<file path="src/rtl/spi_ram_arbiter_pkg.sv">
// rtl/spi_ram_arbiter_pkg.sv - shared types and constants for the SPI RAM arbiter
package spi_ram_arbiter_pkg;

  // Arbiter FSM encoding; fixed 2-bit so the state register is easy to probe.
  typedef enum logic [1:0] {
    ST_IDLE  = 2'd0,
    ST_START = 2'd1,
    ST_WAIT  = 2'd2,
    ST_ACK   = 2'd3
  } state_t;

  // Port indices, also used as the bit position in the request vector.
  localparam logic PORT_A = 1'b0;
  localparam logic PORT_B = 1'b1;

endpackage

</file>
<file path="src/rtl/spi_ram_arbiter_if.sv">
// rtl/spi_ram_arbiter_if.sv - requester ports and RAM controller bundle
interface spi_ram_arbiter_if #(
  parameter int DATA_W    = 32,
  parameter int ADDR_BITS = 16
) ();

  // Requester port A
  logic [ADDR_BITS-1:0] a_addr;
  logic [DATA_W-1:0]    a_wdata;
  logic                 a_rd_req;
  logic                 a_wr_req;
  logic [DATA_W-1:0]    a_rdata;
  logic                 a_ack;

  // Requester port B
  logic [ADDR_BITS-1:0] b_addr;
  logic [DATA_W-1:0]    b_wdata;
  logic                 b_rd_req;
  logic                 b_wr_req;
  logic [DATA_W-1:0]    b_rdata;
  logic                 b_ack;

  // SPI RAM controller side
  logic [ADDR_BITS-1:0] ram_addr;
  logic [DATA_W-1:0]    ram_wdata;
  logic                 ram_start_read;
  logic                 ram_start_write;
  logic [DATA_W-1:0]    ram_rdata;
  logic                 ram_busy;

  // Arbiter view
  modport slave (
    input  a_addr, a_wdata, a_rd_req, a_wr_req,
    input  b_addr, b_wdata, b_rd_req, b_wr_req,
    input  ram_rdata, ram_busy,
    output a_rdata, a_ack, b_rdata, b_ack,
    output ram_addr, ram_wdata, ram_start_read, ram_start_write
  );

  // Environment view: requesters plus controller
  modport master (
    output a_addr, a_wdata, a_rd_req, a_wr_req,
    output b_addr, b_wdata, b_rd_req, b_wr_req,
    output ram_rdata, ram_busy,
    input  a_rdata, a_ack, b_rdata, b_ack,
    input  ram_addr, ram_wdata, ram_start_read, ram_start_write
  );

endinterface

</file>
<file path="src/rtl/spi_ram_arbiter_rr_arb2.sv">
// rtl/spi_ram_arbiter_rr_arb2.sv - two-way round-robin chooser
module rr_arb2
  import spi_ram_arbiter_pkg::*;
(
  input  logic [1:0] i_req,
  input  logic       i_last_grant,
  output logic       o_grant,
  output logic       o_valid
);

  // Lone requester wins outright; on a tie the port not served last wins.
  always_comb begin
    o_valid = |i_req;
    o_grant = PORT_A;
    if (i_req[PORT_A] && i_req[PORT_B]) begin
      o_grant = (i_last_grant == PORT_A) ? PORT_B : PORT_A;
    end else if (i_req[PORT_B]) begin
      o_grant = PORT_B;
    end
  end

endmodule

</file>
<file path="src/rtl/spi_ram_arbiter.sv">
// rtl/spi_ram_arbiter.sv - two-port arbiter in front of a single SPI RAM controller
module spi_ram_arbiter
  import spi_ram_arbiter_pkg::*;
#(
  parameter int DATA_WIDTH_BYTES = 4,
  parameter int ADDR_BITS        = 16
) (
  input  logic             clk,
  input  logic             rstn,
  spi_ram_arbiter_if.slave bus
);

  localparam int DATA_W = 8 * DATA_WIDTH_BYTES;

  state_t               r_state;
  state_t               w_next_state;
  logic                 r_last_grant;
  logic                 r_grant;
  logic                 r_is_write;
  logic [ADDR_BITS-1:0] r_addr;
  logic [DATA_W-1:0]    r_wdata;
  logic [DATA_W-1:0]    r_a_rdata;
  logic [DATA_W-1:0]    r_b_rdata;

  logic                 w_a_req;
  logic                 w_b_req;
  logic                 w_grant;
  logic                 w_valid;
  logic                 w_win_write;
  logic [ADDR_BITS-1:0] w_win_addr;
  logic [DATA_W-1:0]    w_win_wdata;
  logic                 w_rd_done;

  assign w_a_req = bus.a_rd_req | bus.a_wr_req;
  assign w_b_req = bus.b_rd_req | bus.b_wr_req;

  rr_arb2 u_rr_arb2 (
    .i_req        ({w_b_req, w_a_req}),
    .i_last_grant (r_last_grant),
    .o_grant      (w_grant),
    .o_valid      (w_valid)
  );

  // A simultaneous rd+wr from one port is treated as a write; the read is dropped.
  assign w_win_write = (w_grant == PORT_B) ? bus.b_wr_req : bus.a_wr_req;
  assign w_win_addr  = (w_grant == PORT_B) ? bus.b_addr   : bus.a_addr;
  assign w_win_wdata = (w_grant == PORT_B) ? bus.b_wdata  : bus.a_wdata;

  // Read data is taken on the edge that leaves WAIT, i.e. when the controller goes idle.
  assign w_rd_done = (r_state == ST_WAIT) && !bus.ram_busy && !r_is_write;

  // Controller sees only the latched transaction, so it is stable START through ACK.
  assign bus.ram_addr  = r_addr;
  assign bus.ram_wdata = r_wdata;
  assign bus.a_rdata   = r_a_rdata;
  assign bus.b_rdata   = r_b_rdata;

  // FSM state register
  always_ff @(posedge clk) begin
    if (!rstn) begin
      r_state <= ST_IDLE;
    end else begin
      r_state <= w_next_state;
    end
  end

  // Transaction latch, round-robin history and per-port read data
  always_ff @(posedge clk) begin
    if (!rstn) begin
      r_last_grant <= PORT_B;
      r_grant      <= PORT_A;
      r_is_write   <= 1'b0;
      r_addr       <= '0;
      r_wdata      <= '0;
      r_a_rdata    <= '0;
      r_b_rdata    <= '0;
    end else begin
      if ((r_state == ST_IDLE) && w_valid) begin
        r_grant    <= w_grant;
        r_is_write <= w_win_write;
        r_addr     <= w_win_addr;
        r_wdata    <= w_win_wdata;
      end
      if (w_rd_done && (r_grant == PORT_A)) begin
        r_a_rdata <= bus.ram_rdata;
      end
      if (w_rd_done && (r_grant == PORT_B)) begin
        r_b_rdata <= bus.ram_rdata;
      end
      if (r_state == ST_ACK) begin
        r_last_grant <= r_grant;
      end
    end
  end

  // Next state plus start/ack decode; starts only in START, acks only in ACK
  always_comb begin
    w_next_state        = r_state;
    bus.ram_start_read  = 1'b0;
    bus.ram_start_write = 1'b0;
    bus.a_ack           = 1'b0;
    bus.b_ack           = 1'b0;
    case (r_state)
      ST_IDLE: begin
        if (w_valid) begin
          w_next_state = ST_START;
        end
      end
      ST_START: begin
        bus.ram_start_read  = !r_is_write;
        bus.ram_start_write = r_is_write;
        w_next_state        = ST_WAIT;
      end
      ST_WAIT: begin
        if (!bus.ram_busy) begin
          w_next_state = ST_ACK;
        end
      end
      ST_ACK: begin
        bus.a_ack    = (r_grant == PORT_A);
        bus.b_ack    = (r_grant == PORT_B);
        w_next_state = ST_IDLE;
      end
      default: begin
        w_next_state = ST_IDLE;
      end
    endcase
  end

endmodule

</file>
<file path="src/flat_wrapper.sv">
// flat-port wrapper written by rule: the top's interface ports become plain ports
module spi_ram_arbiter_flat import spi_ram_arbiter_pkg::*;
#(
  parameter int DATA_WIDTH_BYTES = 4,
  parameter int ADDR_BITS        = 16
)
  (clk, rstn, bus_a_addr, bus_a_wdata, bus_a_rd_req, bus_a_wr_req, bus_b_addr, bus_b_wdata, bus_b_rd_req, bus_b_wr_req, bus_ram_rdata, bus_ram_busy, bus_a_rdata, bus_a_ack, bus_b_rdata, bus_b_ack, bus_ram_addr, bus_ram_wdata, bus_ram_start_read, bus_ram_start_write);
  spi_ram_arbiter_if #(.DATA_W(32), .ADDR_BITS(ADDR_BITS)) bus_i ();
  input  logic clk;
  input  logic rstn;
  input wire logic [$bits(bus_i.a_addr)-1:0] bus_a_addr;
  input wire logic [$bits(bus_i.a_wdata)-1:0] bus_a_wdata;
  input wire logic [$bits(bus_i.a_rd_req)-1:0] bus_a_rd_req;
  input wire logic [$bits(bus_i.a_wr_req)-1:0] bus_a_wr_req;
  input wire logic [$bits(bus_i.b_addr)-1:0] bus_b_addr;
  input wire logic [$bits(bus_i.b_wdata)-1:0] bus_b_wdata;
  input wire logic [$bits(bus_i.b_rd_req)-1:0] bus_b_rd_req;
  input wire logic [$bits(bus_i.b_wr_req)-1:0] bus_b_wr_req;
  input wire logic [$bits(bus_i.ram_rdata)-1:0] bus_ram_rdata;
  input wire logic [$bits(bus_i.ram_busy)-1:0] bus_ram_busy;
  output wire logic [$bits(bus_i.a_rdata)-1:0] bus_a_rdata;
  output wire logic [$bits(bus_i.a_ack)-1:0] bus_a_ack;
  output wire logic [$bits(bus_i.b_rdata)-1:0] bus_b_rdata;
  output wire logic [$bits(bus_i.b_ack)-1:0] bus_b_ack;
  output wire logic [$bits(bus_i.ram_addr)-1:0] bus_ram_addr;
  output wire logic [$bits(bus_i.ram_wdata)-1:0] bus_ram_wdata;
  output wire logic [$bits(bus_i.ram_start_read)-1:0] bus_ram_start_read;
  output wire logic [$bits(bus_i.ram_start_write)-1:0] bus_ram_start_write;
  assign bus_i.a_addr = bus_a_addr;
  assign bus_i.a_wdata = bus_a_wdata;
  assign bus_i.a_rd_req = bus_a_rd_req;
  assign bus_i.a_wr_req = bus_a_wr_req;
  assign bus_i.b_addr = bus_b_addr;
  assign bus_i.b_wdata = bus_b_wdata;
  assign bus_i.b_rd_req = bus_b_rd_req;
  assign bus_i.b_wr_req = bus_b_wr_req;
  assign bus_i.ram_rdata = bus_ram_rdata;
  assign bus_i.ram_busy = bus_ram_busy;
  assign bus_a_rdata = bus_i.a_rdata;
  assign bus_a_ack = bus_i.a_ack;
  assign bus_b_rdata = bus_i.b_rdata;
  assign bus_b_ack = bus_i.b_ack;
  assign bus_ram_addr = bus_i.ram_addr;
  assign bus_ram_wdata = bus_i.ram_wdata;
  assign bus_ram_start_read = bus_i.ram_start_read;
  assign bus_ram_start_write = bus_i.ram_start_write;
  spi_ram_arbiter #(.DATA_WIDTH_BYTES(DATA_WIDTH_BYTES), .ADDR_BITS(ADDR_BITS)) u_core (.clk(clk), .rstn(rstn), .bus(bus_i));
endmodule
</file>
<file path="config.mk">
export PLATFORM = sky130hd
export DESIGN_NAME = spi_ram_arbiter_flat
export DESIGN_NICKNAME = d
export VERILOG_FILES = /design/src/rtl/spi_ram_arbiter_pkg.sv /design/src/rtl/spi_ram_arbiter_if.sv /design/src/rtl/spi_ram_arbiter_rr_arb2.sv /design/src/rtl/spi_ram_arbiter.sv /design/src/flat_wrapper.sv
export SDC_FILE = /design/constraint.sdc
export NUM_CORES = 1
export LEC_CHECK = 0
export CAP_MARGIN = 40
export CELL_PAD_IN_SITES_DETAIL_PLACEMENT = 1
export CELL_PAD_IN_SITES_GLOBAL_PLACEMENT = 1
export CORE_MARGIN = 8
export CORE_UTILIZATION = 30
export DETAILED_ROUTE_END_ITERATION = 12
export GPL_TIMING_DRIVEN = 0
export PLACE_DENSITY = 0.92
export SLEW_MARGIN = 0
export SYNTH_ARGS = -nofsm -noshare
export SYNTH_HDL_FRONTEND = slang
export SYNTH_SLANG_ARGS = --single-unit
</file>
<file path="constraint.sdc">
create_clock -name clk -period 3.5 [get_ports clk]
set_input_delay 0.7 -clock clk [delete_from_list [all_inputs] [get_ports clk]]
set_output_delay 0.7 -clock clk [all_outputs]
set_load 0.1 [all_outputs]
</file>
# After elaboration in Yosys (flattened, before gate mapping)
# Index checks and enable logic that the tools add are counted.
# classes
bitwise	3
n_reduce_logical	11
eq_ne	5
mux	13
# op_table
operator	count
$mux W32	1
$mux W16	1
$mux W1	8
$pmux W2 S4	1
$logic_and A1 B1 Y1	6
$eq A2 B2 Y1 const B	2
$mux W2	2
$eq A2 B1 Y1 const B	1
$logic_not A1 Y1	2
$logic_not A2 Y1	1
$ne A2 B1 Y1 const B	1
$ne A2 B2 Y1 const B	1
$or A1 B1 Y1	2
$reduce_and A2 Y1	1
$reduce_or A2 Y1	1
$not A1 Y1	1
# word_totals
wordCells	40
register_bits	117
output_inout_bits	116

# Longest topological paths before layout
# logic_depth
ltp_word	4
ltp_mapped	7

# By module
# Synthesis repeated with hierarchy kept, for this count alone.
# hier_totals
cells_unflattened	535
area_unflattened_um2	4926.0
# by_module_without_submodules
module	n_inst	area_each_um2	cells_per_inst
spi_ram_arbiter	1	4912.2	533
rr_arb2	1	13.8	2

# Worst setup path before layout
# No wires, ideal clock.
# synth_timing
kind	register -> output
from	reg u_core.r_state[1]
to	out bus_ram_start_read
stages_incl_launch_ff	4
t_arrival_ns	1.880
path_slack_ns	0.920
t_required_ns	2.800
path_cell_list	dfxtp_1 -> inv_1 -> ha_1 -> nor2b_1
# synth_between
elab_chain_len	2
# synth_lines
element	line	source
start, declared	spi_ram_arbiter.sv:15	state_t r_state;
start signal, assigned	spi_ram_arbiter.sv:63	r_state <= w_next_state;
$eq A2 B1 Y1	spi_ram_arbiter.sv:103	case (r_state)
$mux W1	spi_ram_arbiter.sv:103	
end, declared	flat_wrapper.sv:27	output wire logic [$bits(bus_i.ram_start_read)-1:0] bus_ram_start_read;
# Every way passes these cells.

# Worst setup path after layout
# layout_timing
from	reg u_core.r_state[1]
to	out bus_b_ack
# layout_between
elab_chain_len	2
# layout_lines
element	line	source
$eq A2 B2 Y1	spi_ram_arbiter.sv:103	
$mux W1	spi_ram_arbiter.sv:103	
end, declared	flat_wrapper.sv:24	output wire logic [$bits(bus_i.b_ack)-1:0] bus_b_ack;
# Every way passes these cells.

==> qor.csv <==
stage;metric;value;unit
setup_path;cp-start-kind;register;
global_route;grtUsageMet1;0.3167;
min_path;min_path_cells;2;
timing;max_slew_margin;0.5554;
pwr;p_per_area;822.0;nW/um^2
synthesis;syn_area_per_cell;8.174;um^2
run;maxCapViolations;0;
cells_and_area;layout_commonest_cell;clkdlybuf4s50_1;
setup_path;cp_data_required_time;2800;ps
timing;fin_skew;8.397;ps
synthesis;ys_seq_area_frac;0.4784;
global_route;grtUsageTotal;0.3054;
clock_tree;cts_hold_buf;0;
min_path;hold-path-endpoint;u_core.bus.b_rdata[6];
timing;tns;0;ps
clock_tree;cts-root-buf;clkbuf_16;
cells_and_area;layout_common_cells;249 x clkdlybuf4s50_1, 132 x nand2_1, 117 x dfxtp_1, 94 x o21ai_0, 63 x buf_16;
place;gp_congestion;0.7792;
global_route;grt_use_met2;0.5595;
synthesis;syn_area;4896;um^2
pwr;ir_drop;0.7049;mV
floorplan;core_area;15940;um^2
global_route;grt_pass1_wl;47.37;mm
clock_tree;ctsHtreeMaxLevel;4;
synthesis;synth_cell_types;31;
global_route;antenna_found_initial;1;
place;port-buffer-count;249;
cells_and_area;finalNetCount;1122;
routing;drc;0;
synthesis;async_flop_share;0;
cells_and_area;fillers;1646;
timing;whs;474.6;ps
timing;min_period;2700;ps
setup_path;r2r_cells;6;
clock_tree;ctsResizeCount;0;
floorplan;pin_count;251;
synthesis;ys_ff_latch;117;
min_path;hold_path_class;register to register;
run_status;status;complete, no violations;
timing;finalSetupViolations;0;
global_route;grt_max_degree;17;
synthesis;synthFlopType;dfxtp_1;
setup_path;cp-end-kind;output port;
setup_path;reg2reg_slack;1330;ps
place;dp.final_hpwl;22.58;mm
cells_and_area;area_growth;120.9;%
clock_tree;clkSlewWorstSetupHoldPaths;60;ps
timing;finalHoldViolations;0;
synthesis;yosys_warnings;0;
synthesis;synth_nets;738;
routing;drt-total-wl;31.60;mm
timing;rsz0062_at_grt;false;
floorplan;start_util;0.3071;
setup_path;crit_arrival;2000;ps
clock_tree;cts_buffers;17;
min_path;worstHoldStart;u_core.bus.b_rdata[6];
global_route;grt_overflow_total;0;
clock_tree;cts_setup_buffers;0;
cells_and_area;design_area;10820;um^2
floorplan;die_y;143.8;um
setup_path;r2r-start;u_core.r_state[0];
routing;via_count;6541;
clock_tree;numClockSinks;117;
cells_and_area;fin_util;0.6785;
timing;timing.fmax;0.3703;GHz
clock_tree;clk_latency;420;ps
setup_path;r2r_end;u_core.bus.a_rdata[16];
floorplan;num_rows;46;
routing;first_pass_iters;4;
routing;wl_per_cell;26.05;um
floorplan;die-area;20660;um^2
global_route;top_usage_layer;met2;
synthesis;synthCells;599;
setup_path;critPathKind;register to output port;
place;dpl-instance-area;10190;um^2
global_route;grt_pass1_vias;7536;
timing;drv_slew;0;
synthesis;synth-edff-count;0;
setup_path;worstPathMaxFanout;4;
clock_tree;cts_tree;yes;
routing;drt_iter0_drc;374;
routing;ant_nets;0;
routing;avgViaCountPerCell;5.392;
timing;worst_pin_slew;666.8;ps
floorplan;chipWidth;143.8;um
cells_and_area;drive_above_1_share;0.1757;
clock_tree;clk_path_buf_depth;2;
timing;post-route-period-util;0.7715;
pwr;p_leak;3.997;nW
global_route;use_met3;0.09091;
-- kinds of logic (layout without fill, tap and decap cells) --
family	after synthesis	in the layout	share of synthesized area
compound gates	218	218	0.2729
fa+ha+maj	4	4	0.01022
buf+inv	64	461	0.06389
flops	117	117	0.4784
mux	1	1	0.002045
other cells	0	1	0
simple gates	195	195	0.1725
-- critical path, stage by stage (launching register included) --
cell and delay, ps:
dfxtp_1 410, ha_1 230, and2_1 170, clkdlybuf4s50_1 580, buf_16 190
-- through the flow --
step	setup slack [ps]	cells	total power, W
6_report	799.8	1213	0.008891
4_1_cts	787.5	1212	0.008910
3_5_place_dp	810.1	1180	0.006957
5_1_grt	709.8	1213	0.009137
2_1_floorplan	920.2	599	0.004400
3_3_place_gp	946.8	1064	0.005400
-- power breakdown --
group / switching, W / total, W / internal, W
Clock: 0.000674 / 0.00188 / 0.00121
Sequential: 0.000195 / 0.00181 / 0.00162
Combinational: 0.00317 / 0.00520 / 0.00203
Total: 0.00404 / 0.00889 / 0.00485
-- per-layer routing --
layer | part of all wire | wire [um] | vias up
li1 | - | - | 2868
met1 | 0.37 | 11790 | 3270
met2 | 0.52 | 16310 | 322
met3 | 0.074 | 2337 | 81
met4 | 0.037 | 1156 | 0
met5 | 0 | 0 | -
-- sequential cells by signal (all words and copies together), names as in the netlist --
name / count
u_core.r_state: 2
u_core.bus.ram_addr: 16
u_core.bus.a_rdata: 32
u_core.r_last_grant: 1
u_core.r_grant: 1
u_core.bus.ram_wdata: 32
u_core.bus.b_rdata: 32
u_core.r_is_write: 1
-- Yosys cell counts (all sizes together) (2+ instances only) --
cell	instances	area, um^2
a31oi	49	306.5
a21boi	65	488.0
nand4bb	2	22.52
and2	2	12.51
nor2	4	15.01
dfxtp	117	2342
buf	25	165.2
ha	4	50.05
o21ai	98	490.5
clkbuf	35	132.6
nand2	132	495.5
inv	4	15.01
nand3	49	245.2
-- cell type report --
class	count	area (um^2)	share of cell area
Timing Repair Buffer	365	5022	0.4643
Buffer	60	297.8	0.02753
Tap cell	216	270.3	0.02499
Antenna cell	1	2.502	0.0002313
Inverter	4	15.01	0.001388
Sequential cell	117	2342	0.2165
Multi-Input combinational cell	418	2241	0.2072
Clock buffer	20	446.7	0.04130
Clock inverter	12	178.9	0.01654
-- worst max-delay path by stage --
stage                            from                  endpoint  slack [ps]  cells after the start
finish              u_core.r_state[1]                 bus_b_ack         800                      4
floorplan           u_core.r_state[1]        bus_ram_start_read         920                      3
CTS                 u_core.r_state[1]                 bus_b_ack         790                      4
global placement         bus_a_wr_req  u_core.bus.ram_wdata[21]         950                      6
detailed placement       bus_a_wr_req  u_core.bus.ram_wdata[24]         810                      6
global route        u_core.r_state[1]                 bus_b_ack         710                      4
(Power assumes the default switching activity.)
